## src/rtl/dmux4way16_reg_pkg.sv

```systemverilog
// Shared constants and types for the registered 4-way 16-bit demultiplexer.
package dmux4way16_reg_pkg;

  localparam int WIDTH_DEFAULT = 16;

  localparam logic [1:0] SEL_A = 2'b00;
  localparam logic [1:0] SEL_B = 2'b01;
  localparam logic [1:0] SEL_C = 2'b10;
  localparam logic [1:0] SEL_D = 2'b11;

  typedef enum logic {
    EMPTY = 1'b0,
    FULL  = 1'b1
  } slot_state_e;

endpackage

```

## src/rtl/dmux_slot16.sv

```systemverilog
// One demux channel: a holding register plus a valid flag driven by a two-state FSM.
module dmux_slot16
  import dmux4way16_reg_pkg::*;
#(
  parameter int WIDTH = WIDTH_DEFAULT
) (
  input  logic             clk,
  input  logic             reset,
  input  logic             load,
  input  logic [WIDTH-1:0] din,
  input  logic             ready,
  output logic [WIDTH-1:0] dout,
  output logic             valid
);

  slot_state_e state;

  // NOTE: state registers use non-blocking assignments so every flop samples pre-edge values.
  always_ff @(posedge clk) begin
    if (reset) begin
      state <= EMPTY;
      dout  <= '0;
    end else if (load) begin
      // Load wins over drain: a same-cycle drain+load stays FULL with the new word.
      state <= FULL;
      dout  <= din;
    end else if (state == FULL && ready) begin
      state <= EMPTY;
    end
  end

  assign valid = (state == FULL);

endmodule

```

## src/rtl/dmux4way16_reg.sv

```systemverilog
// Registered 1-to-4 demultiplexer with per-channel valid/ready handshake and an accept counter.
module dmux4way16_reg
  import dmux4way16_reg_pkg::*;
#(
  parameter int WIDTH     = WIDTH_DEFAULT,
  parameter int CNT_WIDTH = 16
) (
  input  logic                 clk,
  input  logic                 reset,
  input  logic [WIDTH-1:0]     in_data,
  input  logic [1:0]           in_sel,
  input  logic                 in_valid,
  output logic                 in_ready,
  output logic [WIDTH-1:0]     a,
  output logic [WIDTH-1:0]     b,
  output logic [WIDTH-1:0]     c,
  output logic [WIDTH-1:0]     d,
  output logic [3:0]           out_valid,
  input  logic [3:0]           out_ready,
  output logic                 busy,
  output logic [CNT_WIDTH-1:0] acc_count
);

  localparam logic [CNT_WIDTH-1:0] CNT_ONE = CNT_WIDTH'(1);

  logic             accept;
  logic [3:0]       load;
  logic [WIDTH-1:0] dout [4];

  // Only the addressed channel can stall the input; others never do.
  assign in_ready = ~out_valid[in_sel] | out_ready[in_sel];
  assign accept   = in_valid & in_ready;

  // NOTE: every always_comb output gets a default first so no latch is inferred.
  always_comb begin
    load = 4'b0000;
    if (accept) begin
      case (in_sel)
        SEL_A:   load = 4'b0001;
        SEL_B:   load = 4'b0010;
        SEL_C:   load = 4'b0100;
        SEL_D:   load = 4'b1000;
        default: load = 4'b0000;
      endcase
    end
  end

  for (genvar k = 0; k < 4; k++) begin : g_slot
    dmux_slot16 #(.WIDTH(WIDTH)) u_slot (
      .clk   (clk),
      .reset (reset),
      .load  (load[k]),
      .din   (in_data),
      .ready (out_ready[k]),
      .dout  (dout[k]),
      .valid (out_valid[k])
    );
  end

  assign a    = dout[0];
  assign b    = dout[1];
  assign c    = dout[2];
  assign d    = dout[3];
  assign busy = |out_valid;

  // Free-running accept counter; wraps naturally at 2^CNT_WIDTH.
  always_ff @(posedge clk) begin
    if (reset) begin
      acc_count <= '0;
    end else if (accept) begin
      acc_count <= acc_count + CNT_ONE;
    end
  end

endmodule

```

## config.mk

```make
export PLATFORM = sky130hd
export DESIGN_NAME = dmux4way16_reg
export DESIGN_NICKNAME = d
export VERILOG_FILES = /design/src/rtl/dmux4way16_reg_pkg.sv /design/src/rtl/dmux_slot16.sv /design/src/rtl/dmux4way16_reg.sv
export SDC_FILE = /design/constraint.sdc
export NUM_CORES = 1
export LEC_CHECK = 0
export CAP_MARGIN = 0
export CELL_PAD_IN_SITES_DETAIL_PLACEMENT = 1
export CELL_PAD_IN_SITES_GLOBAL_PLACEMENT = 1
export CORE_MARGIN = 2
export CORE_UTILIZATION = 32
export CTS_CLUSTER_SIZE = 24
export DETAILED_ROUTE_END_ITERATION = 12
export PLACE_DENSITY_LB_ADDON = 0.3
export REMOVE_ABC_BUFFERS = 1
export SLEW_MARGIN = 25
export SYNTH_ARGS = -nofsm -noshare
export SYNTH_HDL_FRONTEND = slang
export SYNTH_SLANG_ARGS = --single-unit
```

## constraint.sdc

```tcl
create_clock -name clk -period 2.5 [get_ports clk]
set_input_delay 0.625 -clock clk [delete_from_list [all_inputs] [get_ports clk]]
set_output_delay 0.625 -clock clk [all_outputs]
set_load 0.005 [all_outputs]
```

==> reports/metrics.cfg <==
[clock_network]
cts_max_level=3
cts_tree=done
root_buffer=clkbuf_8
cts_buffers=9
cts_max_path_buffers=2
clk_latency_ns=0.34
cts-hold-fix-buffers=0
cts_sinks=84
clkTransAtPathRegs_ns=0.08

[setup_path]
crit_chain=clkdlybuf4s50_1 -> mux4_2 -> inv_2 -> clkdlybuf4s15_2
crit_type=input pin to output pin
end_kind=output pin
cp.arrival_ns=1.73
crit_path_start=in_sel[0]
slowest_stage=clkdlybuf4s50_1
startpoint_type=input pin
critPathMaxFanout=2
reg2reg_from=g_slot[1].u_slot.valid
slowest_delay_ns=0.51
critPathRequiredTime_ns=1.88

[cells_and_area]
area_growth_pct=45.5
final_area_um2=4690
layout-drive-gt1-share_pct=8.16
ff_latch_area_um2=1680
multi_input_area_um2=1390
final_common_cell=nand2_1
num_antenna_cells=0
fillerInstances=1185
layout_common_cells=133 x nand2_1, 103 x clkdlybuf4s50_1, 84 x a21oi_1, 84 x dfxtp_1, 17 x buf_4
fin_util_pct=48.0
fin_nets=537

[floorplan]
fp.dieArea_um2=10900
ios=111
start_util_pct=33.0
core_um2=9770
dieWidth_um=104
rows=36
die_h_um=104

[logic_synthesis]
synth_cell_type_count=24
synth_compound_area_share_pct=16.6
synth_top_family_by_area=simple AND/OR/NAND/NOR gates
synth_warnings=0
synthAdderAreaFrac_pct=0.388
synth_seq_area_share_pct=52.1
synth_seq_cells=84
synthSimpleGateAreaFrac_pct=25.0
synth_area_um2=3230
syn_inst=403
syn_avg_cell_area_um2=8.00
synthMuxAreaShare_pct=0.698
synth_xor_area_share_pct=0

[timing]
fmax_mhz=424
drv_slew=0
max-slew-margin-rel_pct=71.9
timing.final.crit_period_ns=2.36
skew_ns=0.0132
timing.final.crit_share_pct=94.4
rsz0062_at_grt=no
setup_viol=0
tightest_slew_ns=0.422
hold_viol_final=0

[routing]
via_count=3202
first_iter_violations=136
drtAntennaViolNets=0
routedWlPerCell_um=16.3
finalWirelength_mm=10.6
drc=0
dr.pass1.iters=4
vias_per_cell=4.94

[min_path]
hold_class=register to register
hold_path_startpoint=g_slot[1].u_slot.dout[9]

[power]
p_leak_uw=0.00158
powerDensity_nw_per_um2=546
peakVddDrop_mv=0.286

[status]
status=finished clean

[global_routing]
grt-ovfl-total=0
grt_start_max_net_pins=85
grt_pass1_wl_mm=16.8
antenna_found_initial=0
grtUsageTotal_pct=19.2
grt_pass1_vias=3219

[flow_run]
cap_violations=0

[place]
dpl.hpwl_mm=7.14
gp_congestion=0.739
place_area_um2=4520
portBuffers=110

## cell type report
cell class	count	area share (%)
repair buffers	129	26.8
clock inverters	4	0.507
inverters	5	0.400
multi-input cells	282	29.7
clock buffers	11	3.23
flip-flops and latches	84	35.8
well taps	133	3.55
## worst max-delay path: cells and delay by family
family                 cells  cell delay [ns]
buffers and inverters      3             0.78
multiplexers               1             0.33
## sequential cells by signal, indices dropped and copies added (netlist names)
register,cells
g_slot.u_slot.valid,4
g_slot.u_slot.dout,64
acc_count,16
## report_power, final
group,internal (uW),switching (uW),leakage [uW]
sequential,1380,24.1,0.000682
combinational,145,139,0.000801
clock,409,471,0.0000954
## layer usage
| metal | up-vias | track usage [%] | share of wire (%) |
|---|---|---|---|
| met5 | - | 0 | 0 |
| met3 | 9 | 3.32 | 3.6 |
| met2 | 64 | 33.7 | 50 |
| met4 | 0 | 5.89 | 1.1 |
| met1 | 1556 | 24.0 | 45 |
| li1 | 1573 | - | - |
## synth_stat cells
library cell  instances  area share [%]
buf_1                 1            0.12
a21oi_1              84              13
o41ai_1               1            0.27
o21ai_0               3            0.47
clkbuf_1             25             2.9
buf_6                 2            0.70
inv_1                 4            0.47
nand2b_1              5            0.97
nor3_1                2            0.31
ha_1                  1            0.39
nand2_1             133              15
inv_2                 1            0.12
or4_1                14             3.3
and3_1                2            0.39
o31ai_1              12             2.8
buf_4                 4            0.93
or3_1                 4            0.78
nand3_1               7             1.1
nor3b_1               1            0.23
and4_1                2            0.54
nand4_1               5            0.97
mux4_2                1            0.70
nor2b_1               5            0.97
dfxtp_1              84              52
## timing repair
item                                    CTS  global route
resized for setup                         9             0
endpoints found under the setup margin    1             0
setup buffers                             0             0
## final timing paths
check,end,slack [ns],depth (start not counted)
max,in_ready,0.14,4
min,g_slot[1].u_slot.dout[9],0.46,2
max reg2reg,acc_count[8],0.45,5
min reg2reg,g_slot[1].u_slot.dout[9],0.46,2
## per-stage QoR
step	instances	hold WS, ns	power [uW]	worst slack [ns]	TNS [ns]
global route	648	0.481	2700	0.0933	0
finish	648	0.455	2560	0.140	0
CTS	648	0.459	2600	0.142	0
floorplan	371	0.447	1510	0.447	0
global placement	633	0.441	1710	-0.358	-1.81
detailed placement	633	0.447	1720	-0.382	-2.68
## kinds of logic after synthesis
logic type               after synthesis
flip-flops                            84
adder cells (fa/ha/maj)                1
buffers and inverters                 37
multiplexers                           1
AND/OR/NAND/NOR                      180
AO/OA/AOI/OAI                        100
Note: power is estimated with default switching activity, not from simulation.
